==> src/rtl/scan_sequencer_if.sv <==
// scan_sequencer_if: control/status bundle between a scan controller (master) and scan_sequencer (slave)
//   start, stop, mode, dwell : controller -> sequencer requests and sweep configuration
//   pause                    : freeze request, present only with SCAN_SEQUENCER_PAUSE_EN
//   sel, sel_en              : decoder index and enable
//   busy, done, wrap         : sweep status and one-cycle event pulses
interface scan_sequencer_if #(parameter int DWELL_W = 8);
  logic               start;
  logic               stop;
  logic               mode;
  logic [DWELL_W-1:0] dwell;
`ifdef SCAN_SEQUENCER_PAUSE_EN
  logic               pause;
`endif
  logic [3:0]         sel;
  logic               sel_en;
  logic               busy;
  logic               done;
  logic               wrap;
  modport master (
`ifdef SCAN_SEQUENCER_PAUSE_EN
    output pause,
`endif
    output start, stop, mode, dwell,
    input  sel, sel_en, busy, done, wrap
  );
  modport slave (
`ifdef SCAN_SEQUENCER_PAUSE_EN
    input  pause,
`endif
    input  start, stop, mode, dwell,
    output sel, sel_en, busy, done, wrap
  );
endinterface

==> src/rtl/scan_sequencer.sv <==
// scan_sequencer: steps a 4:16 decoder select through 0..LAST, holding each index dwell+1 cycles
//   clk   : rising-edge clock
//   rst_n : asynchronous active-low reset
//   bus   : scan_sequencer_if.slave (start/stop/mode/dwell[/pause] in, sel/sel_en/busy/done/wrap out)
//   Optional macro SCAN_SEQUENCER_PAUSE_EN adds bus.pause, which freezes sel and the dwell counter in ACTIVE.
module scan_sequencer #(
  parameter int DWELL_W = 8,
  parameter int LAST    = 15
) (
  input  logic             clk,
  input  logic             rst_n,
  scan_sequencer_if.slave  bus
);
  localparam logic [0:0] IDLE   = 1'b0;
  localparam logic [0:0] ACTIVE = 1'b1;
  localparam logic [3:0] LAST_SEL = LAST[3:0];
  logic [0:0]         state_q, state_d;
  logic [3:0]         sel_q, sel_d;
  logic [DWELL_W-1:0] cnt_q, cnt_d;
  logic [DWELL_W-1:0] dwell_q, dwell_d;
  logic               mode_q, mode_d;
  logic               done_q, done_d;
  logic               wrap_q, wrap_d;
  logic               pause_w;
`ifdef SCAN_SEQUENCER_PAUSE_EN
  assign pause_w = bus.pause;
`else
  assign pause_w = 1'b0;
`endif
  always_comb begin
    state_d = state_q;
    sel_d   = sel_q;
    cnt_d   = cnt_q;
    dwell_d = dwell_q;
    mode_d  = mode_q;
    done_d  = 1'b0;
    wrap_d  = 1'b0;
    if (state_q == IDLE) begin
      // stop has priority over a coincident start
      if (bus.start && !bus.stop) begin
        state_d = ACTIVE;
        mode_d  = bus.mode;
        dwell_d = bus.dwell;
        cnt_d   = bus.dwell;
        sel_d   = 4'd0;
      end
    end else if (bus.stop) begin
      // abort overrides any coincident done/wrap event
      state_d = IDLE;
      sel_d   = 4'd0;
      cnt_d   = '0;
    end else if (!pause_w) begin
      if (cnt_q != '0) begin
        cnt_d = cnt_q - 1'b1;
      end else if (sel_q != LAST_SEL) begin
        sel_d = sel_q + 4'd1;
        cnt_d = dwell_q;
      end else if (mode_q) begin
        sel_d  = 4'd0;
        cnt_d  = dwell_q;
        wrap_d = 1'b1;
      end else begin
        state_d = IDLE;
        sel_d   = 4'd0;
        done_d  = 1'b1;
      end
    end
  end
  always_ff @(posedge clk or negedge rst_n) begin
    if (!rst_n) begin
      state_q <= IDLE;
      sel_q   <= 4'd0;
      cnt_q   <= '0;
      dwell_q <= '0;
      mode_q  <= 1'b0;
      done_q  <= 1'b0;
      wrap_q  <= 1'b0;
    end else begin
      state_q <= state_d;
      sel_q   <= sel_d;
      cnt_q   <= cnt_d;
      dwell_q <= dwell_d;
      mode_q  <= mode_d;
      done_q  <= done_d;
      wrap_q  <= wrap_d;
    end
  end
  // busy and sel_en are both the registered ACTIVE state, so sel_en implies busy by construction
  assign bus.sel    = sel_q;
  assign bus.sel_en = state_q;
  assign bus.busy   = state_q;
  assign bus.done   = done_q;
  assign bus.wrap   = wrap_q;
endmodule

==> src/flat_wrapper.sv <==
// flat-port wrapper written by rule: the top's interface ports become plain ports
module scan_sequencer_flat 
#(
  parameter int DWELL_W = 8,
  parameter int LAST    = 15
)
  (clk, rst_n, bus_start, bus_stop, bus_mode, bus_dwell, bus_sel, bus_sel_en, bus_busy, bus_done, bus_wrap);
  scan_sequencer_if #(.DWELL_W(DWELL_W)) bus_i ();
  input  logic clk;
  input  logic rst_n;
  input wire logic [$bits(bus_i.start)-1:0] bus_start;
  input wire logic [$bits(bus_i.stop)-1:0] bus_stop;
  input wire logic [$bits(bus_i.mode)-1:0] bus_mode;
  input wire logic [$bits(bus_i.dwell)-1:0] bus_dwell;
  output wire logic [$bits(bus_i.sel)-1:0] bus_sel;
  output wire logic [$bits(bus_i.sel_en)-1:0] bus_sel_en;
  output wire logic [$bits(bus_i.busy)-1:0] bus_busy;
  output wire logic [$bits(bus_i.done)-1:0] bus_done;
  output wire logic [$bits(bus_i.wrap)-1:0] bus_wrap;
  assign bus_i.start = bus_start;
  assign bus_i.stop = bus_stop;
  assign bus_i.mode = bus_mode;
  assign bus_i.dwell = bus_dwell;
  assign bus_sel = bus_i.sel;
  assign bus_sel_en = bus_i.sel_en;
  assign bus_busy = bus_i.busy;
  assign bus_done = bus_i.done;
  assign bus_wrap = bus_i.wrap;
  scan_sequencer #(.DWELL_W(DWELL_W), .LAST(LAST)) u_core (.clk(clk), .rst_n(rst_n), .bus(bus_i));
endmodule
==> config.mk <==
export PLATFORM = sky130hd
export DESIGN_NAME = scan_sequencer_flat
export DESIGN_NICKNAME = d
export VERILOG_FILES = /design/src/rtl/scan_sequencer_if.sv /design/src/rtl/scan_sequencer.sv /design/src/flat_wrapper.sv
export SDC_FILE = /design/constraint.sdc
export NUM_CORES = 1
export LEC_CHECK = 0
export BUFFER_PORTS_ARGS = -buffer_cell sky130_fd_sc_hd__buf_4
export CELL_PAD_IN_SITES_DETAIL_PLACEMENT = 2
export CELL_PAD_IN_SITES_GLOBAL_PLACEMENT = 2
export CORE_MARGIN = 3
export CORE_UTILIZATION = 30
export CTS_BUF_LIST = sky130_fd_sc_hd__clkbuf_16
export DETAILED_ROUTE_END_ITERATION = 10
export PLACE_DENSITY = 0.76
export SLEW_MARGIN = 20
export SYNTH_ARGS = -nofsm -noshare
export SYNTH_HDL_FRONTEND = slang
export SYNTH_SLANG_ARGS = --single-unit
==> constraint.sdc <==
create_clock -name clk -period 2.5 [get_ports clk]
set_input_delay 0.25 -clock clk [delete_from_list [all_inputs] [get_ports clk]]
set_output_delay 0.25 -clock clk [all_outputs]
set_load 0.02 [all_outputs]
==> results.txt <==
Drt total wl: 3973 um
CP max stage delay: 0.49 ns
Setup violations, final: 0
Endpoints failing hold: 0
Yosys cell types: 44
EDFF count, synth: 0
PD cells: 725.0 nW/um^2
Port Buf Inserts: 20
RSZ-0062 raised after global routing: false
Top FF cell, synth: dfrtp_1
Max clock buf depth: 2
Area Growth Syn to Fin: 22.33%
First-pass GRT wire length: 6575 um
Dpl hpwl: 2798 um
Syn Nets: 145
Mean Syn Cell Area: 10.34 um^2
Share of layout cells above drive strength 1: 0.2876
Setup crit end kind: register
FF+latch count, synth: 24
Share of Yosys cell area claimed by the top area cell type: 0.4503
ANT nets after route: 0
CP startpoint: u_core.cnt_q[0]
Setup Skew: 0.005102 ns
Crit path DAT: 2.40 ns
Cells on Worst Hold Path: 2
Drt wl/cell: 19.57 um
Sequential area share after synthesis: 0.4503
FF-to-FF path depth: 7
Num ports: 21
Final hold slack: 0.2243 ns
Top delay family on crit path: simple AND/OR/NAND/NOR gates
Final TNS setup: 0 ns
Hold path start: bus_mode
Initial antenna violation count: 0
Die height: 72.68 um
Critical path fanouts, max: 9
DRT Pass-1 Iters: 4
Fillers: 479
Gp weighted congestion: 0.7740
Critical path, cell by cell: inv_1, ha_1, nor3b_1, nand2_2, mux2_4, a221oi_2, nor2_1
Horiz. Die Dim: 72.68 um
Slowest CP cell: nor3b_1
Max cap viols: 0
Min-delay worst type: in -> reg
Clock root cell: clkbuf_16
Worst Setup Path Type: reg -> reg
Async set-or-reset flop fraction in the synthesized netlist: 1.000
Fin nets: 171
Rel. slew slack: 0.6308
Initial Utilization: 0.3219
GRT Total Usage: 0.1636
Worst Path Buf+Inv: 1
Final Critical Period: 2.252 ns
Later-pin clock latency in the skew report: 0.26 ns
# diodes: 0
Synth area leaders: dfrtp_1 (45%), mux2_2 (8.4%), nor2_1 (3.4%), ha_1 (2.8%), o21ai_0 (2.6%)
Commonest non-fill, non-tap cells in the layout: buf_4 (24), dfrtp_1 (24), nor2_1 (12)
Tightest Pin Transition: 0.5527 ns
Worst path depth: 7
CTS buffer count: 3
Mapped Cells: 129
DIE AREA: 5282 um^2
FP Rows: 23
Vias in the first global route: 1253
Core area: 4144 um^2
Grt total ovfl: 0
Largest net degree at the start of global routing: 25
Final period util: 0.9008
Vias per cell: 5.448
Lkg Pwr: 0.7325 nW
Critical path data required time: 2.65 ns
Routed vias: 1106
VDD IR max: 0.2786 mV
Htree depth: 1
Post-CTS Resized: 0
Clock sink total: 24
DRC: 0
Initial DRC Count: 51
Area leader, netlist: dfrtp_1
Mapped Area: 1334 um^2
Slew Limit Fails: 0
Total setup buffers inserted after CTS: 0
Crit path launch type: register
Critical R2R Launch: u_core.cnt_q[0]
Clock-pin slew on the worst setup and hold paths: 0.06 ns
Hold Buf Count CTS: 1
CTS tree: done
Final core utilization: 0.3937
Max Freq: 0.4440 GHz
Synth warn: 0
Outcome: finished clean
routing by layer:
layer / routed length, um / track usage / vias up
li1: - / - / 526
met1: 1880 / 0.2162 / 561
met4: 40 / 0.04303 / 0
met5: 0 / 0 / -
met3: 88 / 0.02066 / 5
met2: 1964 / 0.2816 / 14
worst register-to-register path, stage by stage, from the launching register on:
cell and delay (ns):
dfrtp_1 0.42, inv_1 0.12, ha_1 0.21, nor3b_1 0.49
nand2_2 0.26, mux2_4 0.35, a221oi_2 0.23, nor2_1 0.06
cells by family (layout without fill, tap and decap cells):
group	after synthesis	in the layout	share of synthesized area
AOI/OAI and AO/OA	41	41	0.2036
and+or+nand+nor	40	40	0.1707
DFF	24	24	0.4503
muxes	12	12	0.1032
buffers and inverters	7	31	0.03095
adders and majority gates	3	3	0.02815
xor gates and xnor gates	2	2	0.01314
registers in the layout, indices dropped and copies added, names as in the netlist:
register and count:
u_core.cnt_q 8, u_core.dwell_q 8, u_core.bus.sel 4, u_core.bus.busy 1, u_core.bus.done 1, u_core.bus.wrap 1, u_core.mode_q 1
Yosys cell counts (2+ instances only):
library cell and n:
a31oi_1 4, nor3_1 3, o21ai_1 7, nor2_1 12
inv_1 2, mux2_2 10, a22o_1 2, nand3_1 2
nand2b_1 4, o21ai_0 7, buf_4 2, a21o_1 2
dfrtp_1 24, ha_1 3, and3_1 4, nand2_1 7
a21oi_1 6, a2bb2oi_1 2
cell type report:
cell class,instances,area [um^2],area share
Clock buffer,3,75.07,0.04601
Inverter,3,11.26,0.006902
Multi-Input combinational cell,98,691.9,0.4241
Sequential cell,24,600.6,0.3681
Tap cell,50,62.56,0.03834
Timing Repair Buffer,25,190.2,0.1166
power by group:
group | internal, W | switching (W) | leakage (nW)
Sequential | 0.000451 | 0.0000782 | 0.298
Combinational | 0.000145 | 0.000158 | 0.397
Clock | 0.000212 | 0.000139 | 0.0370
Total | 0.000808 | 0.000375 | 0.733
worst paths after layout:
path                                endpoint  slack [ns]
hold reg to reg                u_core.mode_q        0.52
setup reg to reg             u_core.cnt_q[2]        0.25
hold / removal                 u_core.mode_q        0.22
setup / recovery             u_core.cnt_q[2]        0.25
min in group asynchronous  u_core.dwell_q[5]        0.43
max in group asynchronous  u_core.bus.sel[1]        1.82
per-stage QoR:
step / instance area (um^2) / setup WS, ns / std cells / total power, W
after floorplan: 1334 / 0.6285 / 129 / 0.0007311
after global placement: 1546 / 0.4795 / 199 / 0.0008106
after detailed placement: 1546 / 0.3843 / 199 / 0.0008320
after CTS: 1632 / 0.2592 / 203 / 0.001198
after global routing: 1632 / 0.04277 / 203 / 0.001252
final: 1632 / 0.2479 / 203 / 0.001183
No activity file was read; power rests on OpenSTA's default activity.
